--- src/rtl/cpu_pkg.sv ---
// cpu_pkg: shared fetch-state encoding and reset constants for the core front end
package cpu_pkg;

    typedef enum logic {
        IDLE = 1'b0,
        WAIT = 1'b1
    } fetch_state_t;

    // addi x0,x0,0 keeps decode harmless until the first real fetch lands
    localparam logic [31:0] DEFAULT_NOP_INSN = 32'h0000_0013;
    localparam logic [31:0] DEFAULT_RESET_PC = 32'h0000_0000;

endpackage

--- src/rtl/pc_fetch_unit_if.sv ---
// pc_fetch_unit_if: instruction-memory request/acknowledge bus
interface pc_fetch_unit_if;

    logic        imem_req;
    logic [31:0] imem_addr;
    logic        imem_ack;
    logic [31:0] imem_rdata;

    modport master (
        output imem_req,
        output imem_addr,
        input  imem_ack,
        input  imem_rdata
    );

    modport slave (
        input  imem_req,
        input  imem_addr,
        output imem_ack,
        output imem_rdata
    );

endinterface

--- src/rtl/pc_fetch_unit_pc_reg.sv ---
// pc_reg: architectural PC register with idle-only commit; FETCH_MISALIGN_CHECK_EN rejects misaligned npc instead of masking it
module pc_reg
    import cpu_pkg::*;
#(
    parameter logic [31:0] RESET_PC = DEFAULT_RESET_PC
) (
    input  logic        clk,
    input  logic        rst_n,
    input  logic        we_i,
    input  logic        busy_i,
    input  logic [31:0] npc_i,
    output logic [31:0] pc_o,
    output logic        reject_o
);

    logic [31:0] pc_q;
    logic [31:0] pc_d;
    logic        commit;

`ifdef FETCH_MISALIGN_CHECK_EN
    assign reject_o = we_i && !busy_i && (npc_i[1:0] != 2'b00);
    assign pc_d     = npc_i;
`else
    assign reject_o = 1'b0;
    assign pc_d     = npc_i & 32'hFFFF_FFFC;
`endif

    // A commit while a fetch is in flight would move imem_addr under the memory, so it is dropped
    assign commit = we_i && !busy_i && !reject_o;

    // PC register: load on an accepted commit, otherwise hold
    always_ff @(posedge clk or negedge rst_n) begin
        if (!rst_n)
            pc_q <= RESET_PC;
        else if (commit)
            pc_q <= pc_d;
    end

    assign pc_o = pc_q;

endmodule

--- src/rtl/pc_fetch_unit.sv ---
// pc_fetch_unit: PC holder and request/ack instruction fetcher; optional FETCH_MISALIGN_CHECK_EN rejects misaligned commits
module pc_fetch_unit
    import cpu_pkg::*;
#(
    parameter logic [31:0] RESET_PC = DEFAULT_RESET_PC,
    parameter logic [31:0] NOP_INSN = DEFAULT_NOP_INSN
) (
    input  logic                   clk,
    input  logic                   rst_n,
    input  logic [31:0]            npc,
    input  logic                   pc_we,
    input  logic                   fetch_req,
    pc_fetch_unit_if.master        imem,
    output logic [31:0]            pc,
    output logic [31:0]            ir,
    output logic                   ir_valid,
    output logic                   busy,
    output logic [31:0]            fetch_cnt,
    output logic                   misalign_err
);

    fetch_state_t state_q;
    logic         imem_req_q;
    logic [31:0]  ir_q;
    logic         ir_valid_q;
    logic [31:0]  fetch_cnt_q;
    logic         misalign_err_q;
    logic         reject;

    pc_reg #(
        .RESET_PC (RESET_PC)
    ) u_pc_reg (
        .clk      (clk),
        .rst_n    (rst_n),
        .we_i     (pc_we),
        .busy_i   (state_q == WAIT),
        .npc_i    (npc),
        .pc_o     (pc),
        .reject_o (reject)
    );

    // Fetch FSM: IDLE launches a request (using the just-committed pc), WAIT holds it until ack
    always_ff @(posedge clk or negedge rst_n) begin
        if (!rst_n) begin
            state_q        <= IDLE;
            imem_req_q     <= 1'b0;
            ir_q           <= NOP_INSN;
            ir_valid_q     <= 1'b0;
            fetch_cnt_q    <= 32'd0;
            misalign_err_q <= 1'b0;
        end else begin
            ir_valid_q     <= 1'b0;
            misalign_err_q <= reject;
            if (state_q == IDLE) begin
                if (fetch_req && !reject) begin
                    state_q    <= WAIT;
                    imem_req_q <= 1'b1;
                end
            end else if (imem.imem_ack) begin
                state_q     <= IDLE;
                imem_req_q  <= 1'b0;
                ir_q        <= imem.imem_rdata;
                ir_valid_q  <= 1'b1;
                fetch_cnt_q <= fetch_cnt_q + 32'd1;
            end
        end
    end

    assign imem.imem_req  = imem_req_q;
    assign imem.imem_addr = pc;
    assign ir             = ir_q;
    assign ir_valid       = ir_valid_q;
    assign busy           = (state_q == WAIT);
    assign fetch_cnt      = fetch_cnt_q;
    assign misalign_err   = misalign_err_q;

endmodule

--- src/flat_wrapper.sv ---
// flat-port wrapper written by rule: the top's interface ports become plain ports
module pc_fetch_unit_flat import cpu_pkg::*;
#(
    parameter logic [31:0] RESET_PC = DEFAULT_RESET_PC,
    parameter logic [31:0] NOP_INSN = DEFAULT_NOP_INSN
)
  (clk, rst_n, npc, pc_we, fetch_req, pc, ir, ir_valid, busy, fetch_cnt, misalign_err, imem_imem_req, imem_imem_addr, imem_imem_ack, imem_imem_rdata);
  pc_fetch_unit_if imem_i ();
  input  logic clk;
  input  logic rst_n;
  input  logic [31:0] npc;
  input  logic pc_we;
  input  logic fetch_req;
  output logic [31:0] pc;
  output logic [31:0] ir;
  output logic ir_valid;
  output logic busy;
  output logic [31:0] fetch_cnt;
  output logic misalign_err;
  output wire logic [$bits(imem_i.imem_req)-1:0] imem_imem_req;
  output wire logic [$bits(imem_i.imem_addr)-1:0] imem_imem_addr;
  input wire logic [$bits(imem_i.imem_ack)-1:0] imem_imem_ack;
  input wire logic [$bits(imem_i.imem_rdata)-1:0] imem_imem_rdata;
  assign imem_imem_req = imem_i.imem_req;
  assign imem_imem_addr = imem_i.imem_addr;
  assign imem_i.imem_ack = imem_imem_ack;
  assign imem_i.imem_rdata = imem_imem_rdata;
  pc_fetch_unit #(.RESET_PC(RESET_PC), .NOP_INSN(NOP_INSN)) u_core (.clk(clk), .rst_n(rst_n), .npc(npc), .pc_we(pc_we), .fetch_req(fetch_req), .imem(imem_i), .pc(pc), .ir(ir), .ir_valid(ir_valid), .busy(busy), .fetch_cnt(fetch_cnt), .misalign_err(misalign_err));
endmodule
--- config.mk ---
export PLATFORM = sky130hd
export DESIGN_NAME = pc_fetch_unit_flat
export DESIGN_NICKNAME = d
export VERILOG_FILES = /design/src/rtl/cpu_pkg.sv /design/src/rtl/pc_fetch_unit_if.sv /design/src/rtl/pc_fetch_unit_pc_reg.sv /design/src/rtl/pc_fetch_unit.sv /design/src/flat_wrapper.sv
export SDC_FILE = /design/constraint.sdc
export NUM_CORES = 1
export LEC_CHECK = 0
export CAP_MARGIN = 10
export CELL_PAD_IN_SITES_DETAIL_PLACEMENT = 0
export CELL_PAD_IN_SITES_GLOBAL_PLACEMENT = 1
export CORE_MARGIN = 1.5
export CORE_UTILIZATION = 34
export CTS_BUF_LIST = sky130_fd_sc_hd__clkbuf_4 sky130_fd_sc_hd__clkbuf_8 sky130_fd_sc_hd__clkbuf_16
export CTS_CLUSTER_SIZE = 30
export DETAILED_ROUTE_END_ITERATION = 7
export PLACE_DENSITY = 0.85
export SYNTH_ARGS = -nofsm -noshare
export SYNTH_HDL_FRONTEND = slang
export SYNTH_HIERARCHICAL = 1
export SYNTH_SLANG_ARGS = --single-unit
--- constraint.sdc ---
create_clock -name clk -period 2.66 [get_ports clk]
set_input_delay 0.532 -clock clk [delete_from_list [all_inputs] [get_ports clk]]
set_output_delay 0.532 -clock clk [all_outputs]
set_load 0.005 [all_outputs]
==> results.cfg, run 1 <==
[setup_path]
rr_worst_depth = 4
crit_slowest_cell = clkdlybuf4s50_1
cpPeakStageDelay_ps = 590
cp_max_fo = 6
startpoint_type = register
crit_buf_inv = 1
r2r_start = u_core/fetch_cnt[7]
cp.required_ps = 2130
cp_num_cells = 1
cp-startpoint = u_core/busy
crit_arrival_ps = 1470
crit_type = register to primary output
r2r_slack_ps = 910
worstPathCellList = clkdlybuf4s50_1
timing.rr.end = u_core/fetch_cnt[19]
cp-endpoint = busy
crit_family = buffers and inverters
cp-end-kind = primary output

[clocking]
h-tree-depth = 3
clk_latency_ps = 340
ctsResizeCount = 0
path_clk_slew_ps = 60
cts_made_buffers = 9
cts_tree = yes
root_buffer = clkbuf_16
clockBufferDepth = 2
post_cts.repair.setup_buffers = 0
hold_buffers = 0
cts.sinks = 98

[power]
power.density_nw_per_um2 = 689
leakage_nw = 2.78
ir_worst_vdd_mv = 0.362

[detailed_routing]
drc = 0
via_per_inst = 4.47
vias = 2916
drtIter0Drc = 143
wirelength_um = 9980
first_pass_iters = 4
wl_per_cell_um = 15.3
ant_nets = 0

[timing]
rsz0062_at_grt = false
whs_ps = 156
min_period_over_period = 0.753
min_period_ps = 2000
hold_viol_final = 0
slew_headroom = 0.511
slew_violations = 0
finalSetupViolCount = 0
max_freq_mhz = 499
tns_ps = 0
clock_skew_ps = 8.03
worstMarginPinSlew_ps = 731

[yosys]
syn_area_um2 = 4320
netlist_instances = 305
synth_area_per_cell_um2 = 14.2
ys_seq_area_frac = 0.568
yosys_warnings = 6
synth_cell_types = 29
ys_ff_latch = 98

[layout]
final_cell_mix = clkdlybuf4s50_1, dfrtp_1, mux2_2
layout.nets = 545
nFillCells = 1142
fin_area_um2 = 6550
drive_gt1_frac = 0.200
diodes = 0
area_delta_synth_final_pct = 51.4
fin_util = 0.523
final_common_cell = clkdlybuf4s50_1

[placement]
place_hpwl_um = 7420
post_dp_cell_area_um2 = 6220
portBuffers = 194
gp_congestion = 0.692

[global_route]
grt-busiest-layer = met2
antenna_found_initial = 0
use_met3 = 0.0575
grt_max_degree = 48
grt_pass1_vias = 3015
grt_use_met2 = 0.255
grt_use_met1 = 0.182
overflow = 0
grt_pass1_wl_um = 15800
track_usage = 0.155

[status]
status = complete, no violations

[die]
ios = 201
die-area_um2 = 13400
initial_core_util = 0.345
die_h_um = 116
die_w_um = 116
core_um2 = 12500
std_cell_rows = 41

[run]
max_cap_viol_count = 0

[hold_path]
hold_path.class = primary input to asynchronous set/reset pin
==> logic make-up after synthesis <==
kind of cell	after synthesis	share of synthesized area
flip-flops	98	0.568
multiplexers	64	0.192
AND/OR/NAND/NOR	60	0.0865
buffers and inverters	48	0.0836
XOR/XNOR	31	0.0628
AO/OA/AOI/OAI	2	0.00289
adder cells (fa/ha/maj)	1	0.00289
other	1	0.000867
==> sequential cells by signal (all words and copies together) (netlist names) <==
register              count
u_core/imem.imem_req      1
u_core/misalign_err       1
u_core/u_pc_reg/pc_o     30
u_core/ir_valid           1
u_core/fetch_cnt         32
u_core/ir                32
u_core/busy               1
==> where the power goes <==
part           internal, mW  switching, mW
registers              1.74          0.175
logic                 0.854          0.338
clock network         0.892          0.518
total                  3.48           1.03
==> cell usage after synthesis <==
cell type  count  area share
conb_1         1     0.00087
nor3_4         3       0.011
buf_4         36       0.063
o21bai_1       1      0.0017
nand4_1       15       0.022
and3_1         7       0.010
nor2_1         4      0.0035
buf_2          4      0.0046
inv_1          4      0.0035
mux2i_1        1      0.0023
nand2_1        8      0.0069
ha_1           1      0.0029
dfstp_2        3       0.018
dfrtp_1       95        0.55
nand2b_1       1      0.0014
xnor2_1       29       0.059
a21oi_1        1      0.0012
xor2_1         2      0.0041
nand4b_1       2      0.0041
buf_8          3       0.010
nor2b_4        1      0.0032
mux2_4        30        0.10
nand3_1       14       0.016
nor3_1         2      0.0023
mux2_2        33       0.086
nand3_2        1      0.0023
and4_1         1      0.0020
buf_6          1      0.0026
nand2_2        1      0.0014
==> layout make-up <==
cell class	count	area [um2]	area share
repair buffers	201	2020	0.308
well taps	172	215	0.0329
inverters	4	15.0	0.00229
clock buffers	14	269	0.0411
multi-input cells	161	1510	0.231
flip-flops and latches	98	2460	0.375
clock inverters	2	60.1	0.00917
==> through the flow <==
| stage | cells | power (mW) | worst slack [ps] |
|---|---|---|---|
| 4_1_cts | 652 | 4.60 | 630 |
| 3_5_place_dp | 636 | 3.14 | 567 |
| 5_1_grt | 652 | 4.75 | 591 |
| 6_report | 652 | 4.51 | 658 |
| 2_1_floorplan | 307 | 2.41 | 1190 |
| 3_3_place_gp | 636 | 3.11 | 600 |
==> routing by layer <==
layer	part of all wire	vias to the layer above
met2	0.48	130
met1	0.40	1421
met3	0.096	14
met5	0	-
met4	0.019	0
li1	-	1351
==> how the worst min path moves through the flow <==
stage / cells after the start / end / slack, ps
after CTS: 1 / u_core/u_pc_reg/pc_o[13] / 150
final: 1 / u_core/u_pc_reg/pc_o[13] / 160
after detailed placement: 1 / u_core/fetch_cnt[31] / 480
after floorplan: 0 / u_core/busy / 240
after global routing: 1 / u_core/u_pc_reg/pc_o[13] / 180
after global placement: 1 / u_core/fetch_cnt[31] / 470
No activity file was read; power rests on OpenSTA's default activity.
==> inputs of run 2 (changes only) <==
- CORE_UTILIZATION: 34 -> 29
- PLACE_DENSITY: 0.85 -> 0.77
- clock period: 2.66 -> 1.8 ns (I/O delays scaled with it)
==> run 2 against run 1 <==
Via count is 0.79% higher; first-iteration DRC count is 59% lower; sequential share of layout area decreased by 0.27 points; non-clock buffer count rose by 4; wire length rose by 0.49%; highest routed layer unchanged; clock skew fell by 4.2 ps; die area increased by 17%; final cell count up 2.3%.
==> results.cfg, run 2 (synthesis gave the netlist of run 1 again) <==
[timing]
whs_ps = 480
tns_ps = 0
max_freq_mhz = 575
min_period_ps = 1740
clock_skew_ps = 3.85
min_period_over_period = 0.965
rsz0062_at_grt = false
slew_violations = 0
finalSetupViolCount = 0
hold_viol_final = 0

[run]
max_cap_viol_count = 0

[clocking]
h-tree-depth = 3
path_clk_slew_ps = 60
clockBufferDepth = 2
cts_tree = yes
clk_latency_ps = 340
cts_made_buffers = 9
post_cts.repair.setup_buffers = 0
root_buffer = clkbuf_16
cts.sinks = 98

[hold_path]
hold_path.class = primary input to asynchronous set/reset pin

[detailed_routing]
drc = 0
vias = 2939
via_per_inst = 4.41
first_pass_iters = 4
ant_nets = 0
wl_per_cell_um = 15.0
drtIter0Drc = 59
wirelength_um = 10000

[global_route]
overflow = 0
grt_pass1_wl_um = 16000
antenna_found_initial = 0
grt_max_degree = 41
grt_pass1_vias = 2941
track_usage = 0.130

[setup_path]
cpPeakStageDelay_ps = 570
crit_buf_inv = 1
crit_slowest_cell = clkdlybuf4s50_1
cp_max_fo = 6
crit_arrival_ps = 1380
crit_family = buffers and inverters
cp-end-kind = primary output
crit_type = register to primary output
worstPathCellList = clkdlybuf4s50_1
startpoint_type = register
cp.required_ps = 1440

[power]
power.density_nw_per_um2 = 986
ir_worst_vdd_mv = 0.486
leakage_nw = 2.79
p_total_mw = 6.51

[layout]
drive_gt1_frac = 0.205
final_cell_mix = clkdlybuf4s50_1, dfrtp_1, mux2_2
final_common_cell = clkdlybuf4s50_1
layout.nets = 549
area_delta_synth_final_pct = 52.6
diodes = 0
fin_area_um2 = 6600
instances_no_fill = 667

[status]
status = complete, no violations

[placement]
gp_congestion = 0.726
post_dp_cell_area_um2 = 6290
place_hpwl_um = 7390
portBuffers = 194
dp_cells = 651

[die]
std_cell_rows = 44
die_h_um = 125
ios = 201
core_um2 = 14500
initial_core_util = 0.298
die-area_um2 = 15700
die_w_um = 125
## run 2: path summary, 6_finish.rpt
path,start,endpoint,slack (ps),cells past startpoint
max in group asynchronous,rst_n,u_core/ir[1],730,3
worst max register to register,u_core/fetch_cnt[16],u_core/fetch_cnt[27],280,4
min in group clk,u_core/fetch_cnt[31],u_core/fetch_cnt[31],480,1
worst min-delay path,rst_n,u_core/u_pc_reg/pc_o[17],480,2
worst min register to register,u_core/fetch_cnt[31],u_core/fetch_cnt[31],480,1
worst max-delay path,u_core/busy,busy,60,1
## run 2: metrics by stage
step                      utilization  setup WS [ps]
final                           0.454           62.2
after global routing            0.454           20.8
after CTS                       0.454           35.2
after detailed placement        0.433          -33.2
after global placement          0.433          -15.1
after floorplan                     -            331
## run 2: layer usage
metal	wire [um]	vias to the layer above	track usage	part of all wire
met5	0	-	0	0
met2	5070	109	0.216	0.51
met3	630	10	0.0342	0.063
met1	4150	1462	0.158	0.41
li1	-	1358	-	-
met4	174	0	0.0602	0.017
## run 2: layout make-up
cell class	instances	area, um2
Fill cell	1323	7940
Sequential cell	98	2460
Timing Repair Buffer	205	2090
Multi-Input combinational cell	161	1510
Clock buffer	12	254
Tap cell	184	230
Clock inverter	3	40.0
Inverter	4	15.0
## run 2: worst reg2reg max path: stages (launching register included)
cell	delay, ps
dfrtp_1	440
nand4_1	240
nor3_4	400
nand4_1	170
xnor2_1	160
## run 2: power breakdown
part           total, mW  switching [mW]  internal (mW)
sequential          2.82           0.255           2.56
combinational       1.78           0.502           1.27
clock               1.91           0.777           1.13
## run 2: timing repair
action | in CTS | in global routing
hold buffers | 1 | 0
gates resized for setup | 1 | 0
endpoints found under the hold margin | 22 | 0
endpoints found under the setup margin | 1 | 0
==> inputs of run 3 (changes only) <==
- SKIP_CTS_REPAIR_TIMING: unset -> 1
==> run 3 against run 2 <==
Sequential power hardly changed; non-clock buffer count stayed put; utilization is the same; worst hold slack hardly changed; clock power hardly changed; via count unchanged; worst setup slack unchanged; highest routed layer unchanged; wire length is the same.
==> results.cfg, run 3 (synthesis gave the netlist of run 1 again) <==
[setup_path]
crit_slowest_cell = clkdlybuf4s50_1
crit_family = buffers and inverters
cp-end-kind = primary output
cp_max_fo = 6
crit_type = register to primary output
cpPeakStageDelay_ps = 570
startpoint_type = register
crit_buf_inv = 1
crit_arrival_ps = 1380
worstPathCellList = clkdlybuf4s50_1
cp.required_ps = 1440

[die]
ios = 201
core_um2 = 14500
die-area_um2 = 15700
initial_core_util = 0.298
std_cell_rows = 44
die_w_um = 125
die_h_um = 125

[timing]
hold_viol_final = 0
finalSetupViolCount = 0
clock_skew_ps = 3.85
rsz0062_at_grt = false
min_period_ps = 1740
slew_violations = 0
worst_slack_ps = 62.2
min_period_over_period = 0.965
max_freq_mhz = 575
whs_ps = 480

[detailed_routing]
via_per_inst = 4.41
drc = 0
wl_per_cell_um = 15.0
ant_nets = 0
drtIter0Drc = 59
first_pass_iters = 4
wirelength_um = 10000
vias = 2939

[power]
leakage_nw = 2.79
power.density_nw_per_um2 = 986
ir_worst_vdd_mv = 0.486

[clocking]
cts_tree = yes
cts_made_buffers = 9
clk_latency_ps = 340
cts.sinks = 98
h-tree-depth = 3
path_clk_slew_ps = 60
root_buffer = clkbuf_16
clockBufferDepth = 2

[layout]
fin_area_um2 = 6600
final_cell_mix = clkdlybuf4s50_1, dfrtp_1, mux2_2
drive_gt1_frac = 0.205
area_delta_synth_final_pct = 52.6
layout.nets = 549
diodes = 0
final_common_cell = clkdlybuf4s50_1
instances_no_fill = 667
fin_util = 0.454

[global_route]
grt_max_degree = 41
antenna_found_initial = 0
grt_pass1_vias = 2933
grt_pass1_wl_um = 15900
track_usage = 0.130
overflow = 0

[hold_path]
hold_path.class = primary input to asynchronous set/reset pin

[placement]
portBuffers = 194
place_ws_ps = -33.2
place_hpwl_um = 7390
gp_congestion = 0.726
dp_cells = 651
post_dp_cell_area_um2 = 6290

[status]
status = complete, no violations

[run]
max_cap_viol_count = 0
run 3: cell counts in the layout (fill, tap and decap cells not counted):
Identical to the previous run, type by type.
run 3: layer usage:
metal  share of wire  routed length (um)  global-route usage
met1            0.41                4150               0.157
met2            0.51                5070               0.216
met3           0.063                 630              0.0347
met4           0.017                 174              0.0602
met5               0                   0                   0
run 3: layout make-up:
type	count	area, um2
Inverter	4	15.0
Multi-Input combinational cell	161	1510
Sequential cell	98	2460
Tap cell	184	230
Fill cell	1323	7940
Clock inverter	3	40.0
Clock buffer	12	254
Timing Repair Buffer	205	2090
run 3: path summary, 6_finish.rpt:
path                                      start  slack, ps  depth (start not counted)                        to
min                                       rst_n        480                          2  u_core/u_pc_reg/pc_o[17]
min in group clk           u_core/fetch_cnt[31]        480                          1      u_core/fetch_cnt[31]
max                                 u_core/busy         60                          1                      busy
min reg2reg                u_core/fetch_cnt[31]        480                          1      u_core/fetch_cnt[31]
max reg2reg                u_core/fetch_cnt[16]        280                          4      u_core/fetch_cnt[27]
max in group asynchronous                 rst_n        730                          3              u_core/ir[1]
run 3: per-stage QoR:
step	setup TNS, ps	total power [mW]
final	0	6.51
after CTS	-69.1	6.62
after detailed placement	-281	4.66
after global routing	0	6.86
after global placement	-105	4.62
after floorplan	0	3.56
run 3: power breakdown:
| group | total, mW | internal, mW | switching (mW) |
|---|---|---|---|
| Combinational | 1.78 | 1.27 | 0.502 |
| Clock | 1.91 | 1.13 | 0.777 |
| Sequential | 2.82 | 2.56 | 0.255 |
